--- src/rtl/winograd_pkg.sv ---
// Shared types and constants for the Winograd F(4x4,3x3) kernel pre-transform path.
package winograd_pkg;

    localparam int KERNEL_TAPS = 9;
    localparam int TILE_ELEMS  = 36;
    localparam int KERNEL_DIM  = 3;
    localparam int TILE_DIM    = 6;
    localparam int ELEM_W      = 16;

    typedef enum logic [2:0] {
        S_IDLE,
        S_FETCH,
        S_WAIT_ACK,
        S_WAIT_DONE,
        S_WRITE,
        S_NEXT,
        S_FINISH
    } wks_state_t;

    typedef logic [0:KERNEL_DIM-1][0:KERNEL_DIM-1][ELEM_W-1:0] kernel3x3_t;
    typedef logic [0:TILE_DIM-1][0:TILE_DIM-1][ELEM_W-1:0]     tile6x6_t;

endpackage

--- src/rtl/winograd_kernel_scheduler_tile_writer.sv ---
// wks_tile_writer: snapshots one 6x6 transformed tile and streams it row-major
// into the transformed-kernel buffer under a ready/valid handshake.
module wks_tile_writer
    import winograd_pkg::*;
#(
    parameter int DATA_W  = 16,
    parameter int TADDR_W = 12
) (
    input  logic                                          clk,
    input  logic                                          rst,
    input  logic                                          load,
    input  logic                                          abort,
    input  logic [0:TILE_DIM-1][0:TILE_DIM-1][DATA_W-1:0] tile,
    input  logic [TADDR_W-1:0]                            base_addr,
    input  logic                                          wr_ready,
    output logic                                          wr_en,
    output logic [TADDR_W-1:0]                            wr_addr,
    output logic [DATA_W-1:0]                             wr_data,
    output logic                                          last
);

    // Flat row-major view: element 0 is tile[0][0], element 35 is tile[5][5].
    logic [0:TILE_ELEMS-1][DATA_W-1:0] snap;
    logic [5:0]                        ecnt;
    logic                              active;

    assign wr_en   = active;
    assign wr_addr = base_addr + TADDR_W'(ecnt);
    assign wr_data = snap[ecnt];
    assign last    = active && wr_ready && (ecnt == 6'(TILE_ELEMS - 1));

    // Snapshot on load, then advance one element per accepted write.
    always_ff @(posedge clk or posedge rst) begin
        if (rst) begin
            snap   <= '0;
            ecnt   <= '0;
            active <= 1'b0;
        end else if (abort) begin
            active <= 1'b0;
            ecnt   <= '0;
        end else if (load) begin
            snap   <= tile;
            ecnt   <= '0;
            active <= 1'b1;
        end else if (active && wr_ready) begin
            if (last) begin
                active <= 1'b0;
                ecnt   <= '0;
            end else begin
                ecnt   <= ecnt + 6'd1;
            end
        end
    end

endmodule

--- src/rtl/winograd_kernel_scheduler.sv ---
// winograd_kernel_scheduler: fetches N 3x3 kernels, hands each to the kernel
// transform unit, and streams the 6x6 results into the transformed buffer.
// Optional watchdog on the KTU handshake: define WKS_TIMEOUT_EN.
module winograd_kernel_scheduler
    import winograd_pkg::*;
#(
    parameter int DATA_W         = 16,
    parameter int MAX_KERNELS    = 64,
    parameter int KCNT_W         = $clog2(MAX_KERNELS + 1),
    parameter int KADDR_W        = $clog2(MAX_KERNELS * 9),
    parameter int TADDR_W        = $clog2(MAX_KERNELS * 36),
    parameter int TIMEOUT_CYCLES = 1024
) (
    input  logic                                          clk,
    input  logic                                          rst,
    input  logic                                          start,
    input  logic                                          abort,
    input  logic [KCNT_W-1:0]                             num_kernels,
    output logic                                          busy,
    output logic                                          done,
    output logic                                          error,
    output logic [KCNT_W-1:0]                             kernel_idx,
    output logic                                          kmem_rd_en,
    output logic [KADDR_W-1:0]                            kmem_rd_addr,
    input  logic [DATA_W-1:0]                             kmem_rd_data,
    output logic [0:2][0:2][DATA_W-1:0]                   ktu_kernel,
    input  logic [0:5][0:5][DATA_W-1:0]                   ktu_result,
    input  logic                                          ktu_done,
    output logic                                          tbuf_wr_en,
    output logic [TADDR_W-1:0]                            tbuf_wr_addr,
    output logic [DATA_W-1:0]                             tbuf_wr_data,
    input  logic                                          tbuf_wr_ready
);

    wks_state_t                          state, state_nxt;
    logic [KCNT_W-1:0]                   count;
    logic [3:0]                          fcnt;
    logic [0:KERNEL_TAPS-1][DATA_W-1:0]  kreg;
    logic                                accept, bad_count, wr_last, tile_load;
    logic                                timeout_hit, timeout_fire;

    assign accept     = (state == S_IDLE) && start && !abort;
    assign bad_count  = num_kernels > KCNT_W'(MAX_KERNELS);
    assign busy       = (state != S_IDLE);
    assign done       = (state == S_FINISH);
    assign kmem_rd_en = (state == S_FETCH) && (fcnt < 4'(KERNEL_TAPS));
    assign kmem_rd_addr = KADDR_W'(kernel_idx) * KADDR_W'(KERNEL_TAPS) + KADDR_W'(fcnt);
    assign ktu_kernel = kreg;
    assign tile_load  = (state == S_WAIT_DONE) && (state_nxt == S_WRITE);

    // Next-state: abort overrides everything, including the watchdog exit.
    always_comb begin
        state_nxt    = state;
        timeout_fire = 1'b0;
        case (state)
            S_IDLE:      if (start) state_nxt = (num_kernels == '0 || bad_count) ? S_FINISH : S_FETCH;
            S_FETCH:     if (fcnt == 4'(KERNEL_TAPS)) state_nxt = S_WAIT_ACK;
            S_WAIT_ACK:  if (!ktu_done) state_nxt = S_WAIT_DONE;
            S_WAIT_DONE: if (ktu_done) state_nxt = S_WRITE;
            S_WRITE:     if (wr_last) state_nxt = S_NEXT;
            S_NEXT:      state_nxt = (kernel_idx + KCNT_W'(1) == count) ? S_FINISH : S_FETCH;
            S_FINISH:    state_nxt = S_IDLE;
            default:     state_nxt = S_IDLE;
        endcase
        if (timeout_hit && state_nxt == state) begin
            state_nxt    = S_FINISH;
            timeout_fire = 1'b1;
        end
        if (abort) state_nxt = S_IDLE;
    end

    // State register, batch bookkeeping and sticky error.
    always_ff @(posedge clk or posedge rst) begin
        if (rst) begin
            state      <= S_IDLE;
            count      <= '0;
            kernel_idx <= '0;
            fcnt       <= '0;
            error      <= 1'b0;
        end else begin
            state <= state_nxt;
            fcnt  <= (state == S_FETCH && state_nxt == S_FETCH) ? fcnt + 4'd1 : 4'd0;
            if (accept) begin
                count      <= num_kernels;
                kernel_idx <= '0;
                error      <= bad_count;
            end else if (timeout_fire && !abort) begin
                error <= 1'b1;
            end
            if (state == S_NEXT) kernel_idx <= kernel_idx + KCNT_W'(1);
        end
    end

    // Read data lands one cycle after its strobe; tap fcnt-1 is captured at fcnt.
    always_ff @(posedge clk or posedge rst) begin
        if (rst) begin
            kreg <= '0;
        end else if (state == S_FETCH && fcnt != 4'd0 && !abort) begin
            kreg[fcnt - 4'd1] <= kmem_rd_data;
        end
    end

`ifdef WKS_TIMEOUT_EN
    localparam int TCNT_W = $clog2(TIMEOUT_CYCLES + 1);
    logic [TCNT_W-1:0] tcnt;

    assign timeout_hit = (state == S_WAIT_ACK || state == S_WAIT_DONE) &&
                         (tcnt == TCNT_W'(TIMEOUT_CYCLES - 1));

    // Watchdog restarts on every state change, so each wait gets a full budget.
    always_ff @(posedge clk or posedge rst) begin
        if (rst)                         tcnt <= '0;
        else if (state_nxt != state)     tcnt <= '0;
        else if (state == S_WAIT_ACK || state == S_WAIT_DONE) tcnt <= tcnt + TCNT_W'(1);
    end
`else
    logic unused_timeout;
    assign timeout_hit    = 1'b0;
    assign unused_timeout = (TIMEOUT_CYCLES != 0);
`endif

    wks_tile_writer #(
        .DATA_W  (DATA_W),
        .TADDR_W (TADDR_W)
    ) u_tile_writer (
        .clk       (clk),
        .rst       (rst),
        .load      (tile_load),
        .abort     (abort),
        .tile      (ktu_result),
        .base_addr (TADDR_W'(kernel_idx) * TADDR_W'(TILE_ELEMS)),
        .wr_ready  (tbuf_wr_ready),
        .wr_en     (tbuf_wr_en),
        .wr_addr   (tbuf_wr_addr),
        .wr_data   (tbuf_wr_data),
        .last      (wr_last)
    );

endmodule

--- config.mk ---
export PLATFORM = sky130hd
export DESIGN_NAME = winograd_kernel_scheduler
export DESIGN_NICKNAME = d
export VERILOG_FILES = /design/src/rtl/winograd_pkg.sv /design/src/rtl/winograd_kernel_scheduler_tile_writer.sv /design/src/rtl/winograd_kernel_scheduler.sv
export SDC_FILE = /design/constraint.sdc
export NUM_CORES = 1
export LEC_CHECK = 0
export CAP_MARGIN = 20
export CORE_MARGIN = 3
export CORE_UTILIZATION = 30
export DETAILED_ROUTE_END_ITERATION = 8
export PLACE_DENSITY_LB_ADDON = 0.25
export SLEW_MARGIN = 10
export SYNTH_ARGS = -nofsm -noshare
export SYNTH_HDL_FRONTEND = slang
export SYNTH_SLANG_ARGS = --single-unit
--- constraint.sdc ---
create_clock -name clk -period 32.9 [get_ports clk]
set_input_delay 3.29 -clock clk [delete_from_list [all_inputs] [get_ports clk]]
set_output_delay 3.29 -clock clk [all_outputs]
set_load 0.05 [all_outputs]
; Word-level counts from Yosys, hierarchy flattened
; Cells that the tools add are included.
[totals]
reg_bits = 749
latch_bits = 0
mem_bits_rw = 0
rom_bits = 0
input_bits = 605
output_inout_bits = 194
wordCells = 126
n_memories = 0
[classes]
add_sub_neg = 6
multipliers = 2
div = 0
magnitude_cmp = 5
n_eq_ne = 11
shift = 0
mux = 26
n_bitwise = 3
reduce_logical = 21
[ops]
columns = cell, count
row1 = bitwise mux 144 bit, 1
row2 = binary-select mux 16 bit (select 6 bit), 1
row3 = demux 16 bit (select 4 bit), 1
row4 = two-way mux 16 bit, 3
row5 = two-way mux 3 bit, 8
row6 = two-way mux 6 bit, 4
row7 = multiplier 7 x 4 -> 10 bit (second input constant), 2
row8 = case mux 3 bit (6 select lines), 1
row9 = two-way mux 7 bit, 2
row10 = adder 12 x 6 -> 12 bit, 1
row11 = == test 3 bit (second input constant), 4
row12 = adder 10 x 4 -> 10 bit, 1
row13 = logical AND 1 bit, 10
row14 = nonzero test 3 bit, 3
row15 = adder 7 x 1 -> 7 bit (second input constant), 1
row16 = == test 7 bit, 1
row17 = >= comparator 7 bit (second input constant), 1
row18 = > comparator 7 bit (second input constant), 1
row19 = zero test 7 bit, 1
row20 = NOT 6 -> 7 bit, 1
row21 = adder 6 x 1 -> 6 bit (second input constant), 1
row22 = == test 3 x 1 -> 1 bit (second input constant), 2
row23 = == test 3 x 2 -> 1 bit (second input constant), 2
row24 = == test 6 bit (second input constant), 1
row25 = other kinds (16), 20

; Logic depth before layout (Yosys ltp)
[logic_depth]
word_depth = 10
depth_mapped = 9
ltp_nobuf = 9

; Modules after synthesis
; Synthesis repeated with hierarchy kept, for this count alone.
[hier_totals]
hier_cells = 2245
hier_area_um2 = 34016.4
[by_module_without_submodules]
columns = mod, instances, cells_per_inst, area_per_inst_um2, seq_area_each_um2
row1 = wks_tile_writer, 1, 1710, 26545.5, 14589.0
row2 = winograd_kernel_scheduler, 1, 535, 7470.9, 4154.0

; Worst setup path before layout
; Ideal clock, no wire load.
[synth_timing]
path_type = flip-flop to output port
start = reg kernel_idx[4]
end = out kmem_rd_addr[9]
arrival_time_ns = 3.192
required_time_ns = 29.610
setup_slack_ns = 26.418
path_stages_with_launch = 9
path_buffers = 1
cell_sequence = dfrtp_1 -> ha_1 -> ha_1 -> inv_1 -> fa_1 -> clkbuf_1 -> o31ai_1 -> o41ai_1 -> xnor2_1
[synth_via]
elab_chain_len = 2
[synth_lines]
columns = element, line_no
row1 = from (decl), winograd_kernel_scheduler.sv:22  ; output logic [KCNT_W-1:0] kernel_idx,
row2 = from (signal assigned), winograd_kernel_scheduler.sv:90  ; if (state == S_NEXT) kernel_idx <= kernel_idx + KCNT_W'(1);
row3 = multiplier 7 x 4 -> 10 bit, winograd_kernel_scheduler.sv:47  ; assign kmem_rd_addr = KADDR_W'(kernel_idx) * KADDR_W'(KERNEL_TAPS) + KADDR_W'(fcnt);
row4 = adder 10 x 4 -> 10 bit, winograd_kernel_scheduler.sv:47
row5 = to (decl), winograd_kernel_scheduler.sv:24  ; output logic [KADDR_W-1:0] kmem_rd_addr,
; No other way between the ends.

; Final worst setup path
[layout_timing]
start = reg u_tile_writer.ecnt[0]
end = out tbuf_wr_data[1]
[layout_via]
elab_chain_len = 4
[layout_lines]
columns = element, line_no
row1 = from (decl), winograd_kernel_scheduler_tile_writer.sv:24  ; logic [5:0] ecnt;
row2 = from (signal assigned), winograd_kernel_scheduler_tile_writer.sv:50  ; ecnt <= ecnt + 6'd1;
row3 = NOT 6 -> 7 bit (implied by the code), winograd_kernel_scheduler_tile_writer.sv:29  ; assign wr_data = snap[ecnt];
row4 = binary-select mux 16 bit (select 6 bit), winograd_kernel_scheduler_tile_writer.sv:29
row5 = two-way mux 16 bit (implied by the code) (2 in a row), winograd_kernel_scheduler_tile_writer.sv:29
row6 = to (decl), winograd_kernel_scheduler.sv:31  ; output logic [DATA_W-1:0] tbuf_wr_data,
; No other way between the ends. The select of a mux whose other input is x is not followed.

==> metrics list <==
* Outcome: completed
- For this run, the number of Yosys warnings is 0.
* Buffers from clock root to sink, at most: 3
* IO Count: between 700 and 800
* Largest net degree at the start of global routing: 182
* Static leakage power: 20.6 nW
- The first detailed-routing pass took 5 iterations.
* Maximum VDD drop: roughly 0.035 mV
- Counting flops with a built-in enable in the synthesized netlist gives 0.
- The first global-routing pass estimated roughly 170 mm of wire.
- Critical path capture point type: primary output
- Clock-pin slew was measured on the worst setup and hold paths at 0.06 ns.
- In the routed design, unresolved DRC markers number 0.
- In the final routed layout, each cell accounts on average for about 26 um.
- In this run the worst path has a maximum fanout of 32.
- Detail Route Antenna Nets: 0
* Area of the placeable core: roughly 0.11 mm^2
- Post-synth cell types: between 50 and 60
- The initial antenna violation count came to 69.
- In this run the horizontal extent of the chip is 341 um.
- Max-Cap Viols: 0
- After the last flow step, the layout net total stands at 3540.
- The critical path runs through a total of 7 cells.
* Logic gate share of total power: about 16%
- Final worst-path cycle share: 26.1%
- Reg-to-reg slack, setup: roughly 28 ns
- TritonCTS built the clock tree.
- Sequential cell area fraction in the yosys report: 55.8%
- Placer congestion estimate: 0.881
- Cell area after placement: ~0.043 mm^2
- Number of hold-repair buffers added at the cts stage: 0
- After technology mapping, the gate count stands at approximately 2100.
- In the global route stage, overall resource usage came out at around 20%.
- The most critical setup path has its startpoint at u_tile_writer.ecnt[0]$_DFFE_PP0P_.
- STA classifies the critical path startpoint as a flip-flop.
* Final-report setup violation count: 0
- Worst hold path stage count: 1
* Residual overflow from global routing: 0
* Switching portion of total power: 25.1%
* Crit-path most repeated cell: sky130_fd_sc_hd__buf_4
- Pwr/cell area: 56.1 mW/mm^2
- The number of pins exceeding their max-slew limit in the final report came to 0.
* Category of the most critical setup path: reg2out
- Number of setup buffers added after CTS: 0
- Worst clock skew on the final layout: 0.0300 ns
- Worst Path Arrival: around 5.3 ns
- Quantity of I/O buffers inserted on ports: 798
- In this run the critical register-to-register path is launched from state[1]$_DFF_PP0_.
* Total half-perimeter wirelength after legalization and detailed placement: around 89 mm
* Source-to-sink clock delay at the later pin of the worst-skew pair: about 0.66 ns
* Top cell family by delay on the critical path: buffers and inverters
* Minimum period implied by the final worst setup slack: roughly 8.6 ns
* Number of design-rule violations left by the first detailed-router iteration: about 1100
* Int Pwr: just under 2 mW
- Among all flip-flop cells after synthesis, the most frequent one is sky130_fd_sc_hd__dfrtp_1.
- Post-CTS repair changed the size of 0 cells.
- Using the TritonRoute via totals, the vias-per-cell ratio works out to 4.90.
- Reg2reg end: u_tile_writer.snap[456]$_DFFE_PP0P_
- Following the worst setup path forward leads to its endpoint at tbuf_wr_data[1].
- The clock network accounts for 39.4% of the total power.
- The clock tree synthesis step divided the H-tree into 3 levels.
- Maximum cell stage delay along the critical path: a little over 0.8 ns
- Area of the die: approximately 0.12 mm^2
- Setup repair after global routing left no endpoint under its margin.
- Maximum operating frequency: between 100 and 150 MHz
- Post-synthesis area per instance: approximately 16 um^2
- Once the floorplan was initialized, standard cells occupied between 30% and 40% of the core.
- Relative slew margins: ~23%
* Seq cells post-synth: about 750
- Clock tree synthesis found a total of roughly 750 sinks.
- Number of nets produced by synthesis: ~2800
- The analysis attributes to net switching a power of ~0.65 mW.
- Share of synthesized flip-flops with an asynchronous set or reset: 100%
* Final Hold Fails: 0
* Total negative slack: 0 ns
- STA puts the critical path data required time at just under 30 ns.
- Hold Path Class: reg2reg
- Row generation in the floorplan step produced 122 rows.
- For the pin with the worst max-slew slack, the measured transition is approximately 1.2 ns.
- Area growth from synthesis to final layout: 37.9%
* Number of global-route vias before repair: roughly 24000
- Registers are responsible for roughly 45% of the overall power.
- Register-to-Register Path Depth: 6
- Crit path buf inv count: 3
- Summing every instance area after synthesis gives roughly 0.034 mm^2.
- Clock Root Buffer: sky130_fd_sc_hd__clkbuf_16
- After detailed routing, the total wire length is between 100 and 150 mm.
- Vias after detailed routing: 22043
- The finished cells cover between 0.04 and 0.05 mm^2.
- In the final layout, the share of cells above drive strength 1 is 36.1%.
- CTS buffer count: between 80 and 90
- Slowest cell on the critical path: sky130_fd_sc_hd__dfrtp_4
- Die Ht: between 300 and 400 um
- Critical path cell sequence: buf_4 -> buf_4 -> mux4_2 -> a22o_1 -> a221oi_1 -> o221ai_1 -> clkdlybuf4s50_1
power by group through the flow:
stage	clock, mW	combinational (mW)	sequential, mW
floorplan	0	0.253	1.14
global placement	0	0.410	1.17
detailed placement	0	0.422	1.17
CTS	1.06	0.424	1.16
global route	1.10	0.448	1.18
finish	1.02	0.416	1.16
sequential cells by signal (all words and copies together) (netlist names):
name                 cells
kernel_idx               7
state                    3
u_tile_writer.ecnt       6
fcnt                     4
count                    7
ktu_kernel             144
u_tile_writer.wr_en      1
u_tile_writer.snap     576
error                    1
how the worst min path moves through the flow:
stage	startpoint	end
global route	u_tile_writer.snap[324]$_DFFE_PP0P_	u_tile_writer.snap[324]$_DFFE_PP0P_
floorplan	u_tile_writer.snap[16]$_DFFE_PP0P_	u_tile_writer.snap[16]$_DFFE_PP0P_
CTS	ktu_kernel[133]$_DFFE_PP0P_	ktu_kernel[133]$_DFFE_PP0P_
finish	ktu_kernel[133]$_DFFE_PP0P_	ktu_kernel[133]$_DFFE_PP0P_
global placement	ktu_kernel[136]$_DFFE_PP0P_	ktu_kernel[136]$_DFFE_PP0P_
detailed placement	ktu_kernel[133]$_DFFE_PP0P_	ktu_kernel[133]$_DFFE_PP0P_
worst reg2reg max path, cell delays in order, from the launching register on:
cell and delay [ns]:
sky130_fd_sc_hd__dfrtp_1 0.53, sky130_fd_sc_hd__and4b_1 0.31, sky130_fd_sc_hd__nor2b_4 0.76, sky130_fd_sc_hd__buf_4 0.86, sky130_fd_sc_hd__buf_12 0.68, sky130_fd_sc_hd__buf_4 1.15, sky130_fd_sc_hd__mux2_2 0.47
cell usage in the layout (no fill, tap or decap), types with 24 or more instances in the layout:
| master | Yosys | layout |
|---|---|---|
| sky130_fd_sc_hd__mux4_2 | 148 | 148 |
| sky130_fd_sc_hd__nor2_1 | 30 | 28 |
| sky130_fd_sc_hd__clkbuf_16 | 0 | 92 |
| sky130_fd_sc_hd__dfrtp_1 | 749 | 746 |
| sky130_fd_sc_hd__nand2_1 | 33 | 33 |
| sky130_fd_sc_hd__mux2_2 | 726 | 726 |
| sky130_fd_sc_hd__a22o_1 | 24 | 24 |
| sky130_fd_sc_hd__buf_4 | 8 | 28 |
| sky130_fd_sc_hd__clkdlybuf4s50_1 | 0 | 798 |
| sky130_fd_sc_hd__diode_2 | 0 | 40 |
| sky130_fd_sc_hd__ha_1 | 33 | 33 |
| sky130_fd_sc_hd__a221oi_1 | 24 | 24 |
Yosys cell counts (all sizes together) (5+ instances only):
| library cell | n | area [um^2] |
|---|---|---|
| a21o | 5 | 37.5 |
| a21oi | 8 | 40.0 |
| a221oi | 24 | 210 |
| a22o | 24 | 210 |
| a31oi | 6 | 37.5 |
| and3 | 11 | 68.8 |
| buf | 115 | 607 |
| clkbuf | 26 | 97.6 |
| dfrtp | 749 | 18700 |
| fa | 5 | 100 |
| ha | 33 | 413 |
| inv | 22 | 82.6 |
| mux2 | 731 | 8230 |
| mux2i | 7 | 70.1 |
| mux4 | 148 | 3330 |
| nand2 | 33 | 124 |
| nand3 | 12 | 80.1 |
| nor2 | 30 | 113 |
| nor2b | 5 | 31.3 |
| nor3b | 6 | 50.1 |
| o21ai | 17 | 85.1 |
| o221ai | 12 | 105 |
| o31ai | 7 | 57.6 |
| xnor2 | 22 | 193 |
| xor2 | 11 | 96.3 |
cell type report:
cell class | instances | area [um^2]
fill | 10186 | 64500
sequential | 749 | 18800
multi-input combinational | 1202 | 14100
timing repair buffer | 832 | 8320
clock buffer | 134 | 2660
tap | 1488 | 1860
clock inverter | 31 | 424
antenna | 40 | 100
inverter | 23 | 93.8
metrics by stage:
stage | total power, mW | hold WS, ns | util (%) | setup WS [ns] | instances
finish | 2.60 | 0.498 | 41.8 | 24.31 | 4499
CTS | 2.64 | 0.500 | 41.6 | 24.03 | 4456
global placement | 1.58 | 0.478 | 38.8 | 24.86 | 4291
global route | 2.72 | 0.511 | 41.8 | 23.83 | 4490
floorplan | 1.39 | 0.475 | - | 8.59 | 2115
detailed placement | 1.60 | 0.485 | 38.8 | 24.73 | 4291
cell families after synthesis:
family / Yosys count / synth area share (%)
buffers and inverters: 164 / 2.35
adder cells (fa/ha/maj): 38 / 1.53
XOR/XNOR: 34 / 0.928
AO/OA/AOI/OAI: 119 / 2.72
flip-flops: 749 / 55.8
AND/OR/NAND/NOR: 125 / 2.00
multiplexers: 886 / 34.6
layer usage:
layer	track usage, %	wire length (um)
met5	0	308
met4	8.10	3960
met3	6.39	9200
met2	33.1	57700
met1	24.2	46700
Power figures use the tool's default switching activity.
==> RTL change: new RTL, same flow settings <==
Build with the macro `WKS_TIMEOUT_EN` defined.
--- a/src/rtl/winograd_kernel_scheduler.sv
+++ b/src/rtl/winograd_kernel_scheduler.sv
@@ -3,2 +3,4 @@
 // Optional watchdog on the KTU handshake: define WKS_TIMEOUT_EN.
+`define WKS_TIMEOUT_EN
+
 module winograd_kernel_scheduler
Behaviour: no difference found for any inputs over 4 cycles, from zero or initial values and one cycle with rst high; that may be too few to reach the edited logic, so the function may still have changed.
==> RTL change against the original RTL <==
- cell count up 28%
- design area up 3.3%
- non-clock buffer count down 2
- die area up 4.6%
- worst setup slack worse by 0.19 ns
- register-to-register slack worse by 0.97 ns
- clock power up 8%
- total power up 2.9%
- area after synthesis up 4.7%
- via count up 24%
- first-iteration DRC count up 62%
- sequential cell count up 11
- wire length up 12%
- largest cell class unchanged
- highest routed layer unchanged
==> RTL change: results (changes against the original RTL) <==
INFO  metric cellLeakagePower = 23.4 nW (was 20.6 nW)
INFO  metric peakVddDrop = 0.0000373 V (was 0.0000354 V)
INFO  metric num-nets-final = 4796 (was 3540)
INFO  metric htreeDepth = 3 (unchanged)
INFO  metric total_number_of_vias = 27249 (was 22043)
INFO  metric terminus_of_the_critical_flop_to_flop_path = u_tile_writer.snap[153] (was u_tile_writer.snap[456])
INFO  metric gp_congestion = 0.865 (was 0.881)
INFO  metric worst_clock_skew = 0.0414 ns (was 0.0300 ns)
INFO  metric timing.critical_path.slowest_stage_cell = sky130_fd_sc_hd__clkdlybuf4s50_1 (was sky130_fd_sc_hd__dfrtp_4)
INFO  metric status = completed (unchanged)
INFO  metric critical_path_peak_fanout = 39 (was 32)
INFO  metric global_route_wire_length_before_repair = 193000 microns (was 170000 microns)
INFO  metric synth.yosys.seq_area_share = 0.541 (was 0.558)
INFO  metric largest_cells_by_area_after_synthesis = sky130_fd_sc_hd__dfrtp_1, sky130_fd_sc_hd__nand2_1, sky130_fd_sc_hd__mux4_2, sky130_fd_sc_hd__mux2_4, sky130_fd_sc_hd__mux2_2 (was sky130_fd_sc_hd__dfrtp_1, sky130_fd_sc_hd__mux2_2, sky130_fd_sc_hd__mux4_2, sky130_fd_sc_hd__buf_2, sky130_fd_sc_hd__ha_1)
INFO  metric postRouteWirelength = 132000 microns (was 118000 microns)
INFO  metric largest_net_degree_at_the_start_of_global_routing = 217 (was 182)
INFO  metric cts_inserted_buffers = 90 (was 89)
INFO  metric hold-worst-slack = 0.467 ns (was 0.498 ns)
INFO  metric place.detailed.hpwl = 97400 microns (was 89400 microns)
INFO  metric clock_insertion_delay_worst_skew = 0.68 ns (was 0.66 ns)
INFO  metric fillCellCount = 11243 (was 10186)
INFO  metric net-switching-power = 725 uW (was 653 uW)
INFO  metric final_layout_size_suffix_gt1_frac = 0.130 (was 0.361)
INFO  metric crit_path_end = tbuf_wr_data[14] (was tbuf_wr_data[1])
INFO  metric antenna_violations_before_repair = 42 (was 69)
INFO  metric postSynthNetCount = 4078 (was 2758)
INFO  metric worst_r2r_path_depth = 9 (was 6)
INFO  metric setup.reg_to_reg.worst_slack = 27.04 ns (was 28.01 ns)
INFO  metric gr-usage-all-layers = 0.214 (was 0.200)
INFO  metric yosysUniqueCellTypes = 62 (was 59)
INFO  metric finalWorstPathRequiredPeriod = 8.77 ns (was 8.59 ns)
INFO  metric pre_cts_worst_setup_slack = 24.35 ns (was 24.73 ns)
INFO  metric min_delay_path_depth = 2 (was 1)
INFO  metric timing.hold.worst_endpoint = u_tile_writer.snap[448] (was ktu_kernel[133])
INFO  metric worst_slew_pin_slew = 1.10 ns (was 1.15 ns)
INFO  metric timing.hold.worst.start = u_tile_writer.snap[448] (was ktu_kernel[133])
INFO  metric detail_route.iter0.violations = 1791 (was 1104)
INFO  metric post_synth_top_cells = sky130_fd_sc_hd__nand2_1, sky130_fd_sc_hd__dfrtp_1, sky130_fd_sc_hd__mux4_2 (was sky130_fd_sc_hd__dfrtp_1, sky130_fd_sc_hd__mux2_2, sky130_fd_sc_hd__mux4_2)
==> RTL change: logic make-up (layout without fill, tap and decap cells) <==
group                      after synthesis  count (layout)  synth area share
and+or+nand+nor                       1929            1929             0.218
DFF                                    760             760             0.541
muxes                                  337             337             0.168
buffers and inverters                  224            1015            0.0277
AOI/OAI and AO/OA                      104             104            0.0198
xor gates and xnor gates                41              41            0.0102
adders and majority gates               39              39            0.0149
other                                    0              20                 0
==> RTL change: layout make-up <==
cell class | instances | area [sq um] | share of cell area
inverters | 20 | 82.6 | 0.00173
multi-input cells | 2450 | 15200 | 0.318
clock buffers | 129 | 2630 | 0.0550
clock inverters | 36 | 642 | 0.0134
well taps | 1512 | 1890 | 0.0396
repair buffers | 830 | 8290 | 0.173
flip-flops and latches | 760 | 19000 | 0.398
diodes | 20 | 50.0 | 0.00105
==> RTL change: power by group through the flow <==
stage / logic [mW] / registers, mW / clock network [mW]
after floorplan: 0.236 / 1.15 / 0
after global placement: 0.419 / 1.17 / 0
after detailed placement: 0.424 / 1.18 / 0
after CTS: 0.426 / 1.16 / 1.13
after global routing: 0.462 / 1.18 / 1.16
final: 0.415 / 1.16 / 1.10
==> RTL change: stage by stage <==
step | instances | cell area, sq um
3_5_place_dp | 5572 | 44500
6_report | 5757 | 47800
3_3_place_gp | 5570 | 44500
5_1_grt | 5746 | 47800
2_1_floorplan | 3434 | 35200
4_1_cts | 5737 | 47800
==> RTL change: layer usage <==
metal	vias up	wire, microns	part of all wire	global-route usage
met3	152	9430	0.071	0.0557
met2	895	64900	0.49	0.364
li1	12670	-	-	-
met5	-	138	0.0010	0
met4	18	2510	0.019	0.0550
met1	13514	55200	0.42	0.272
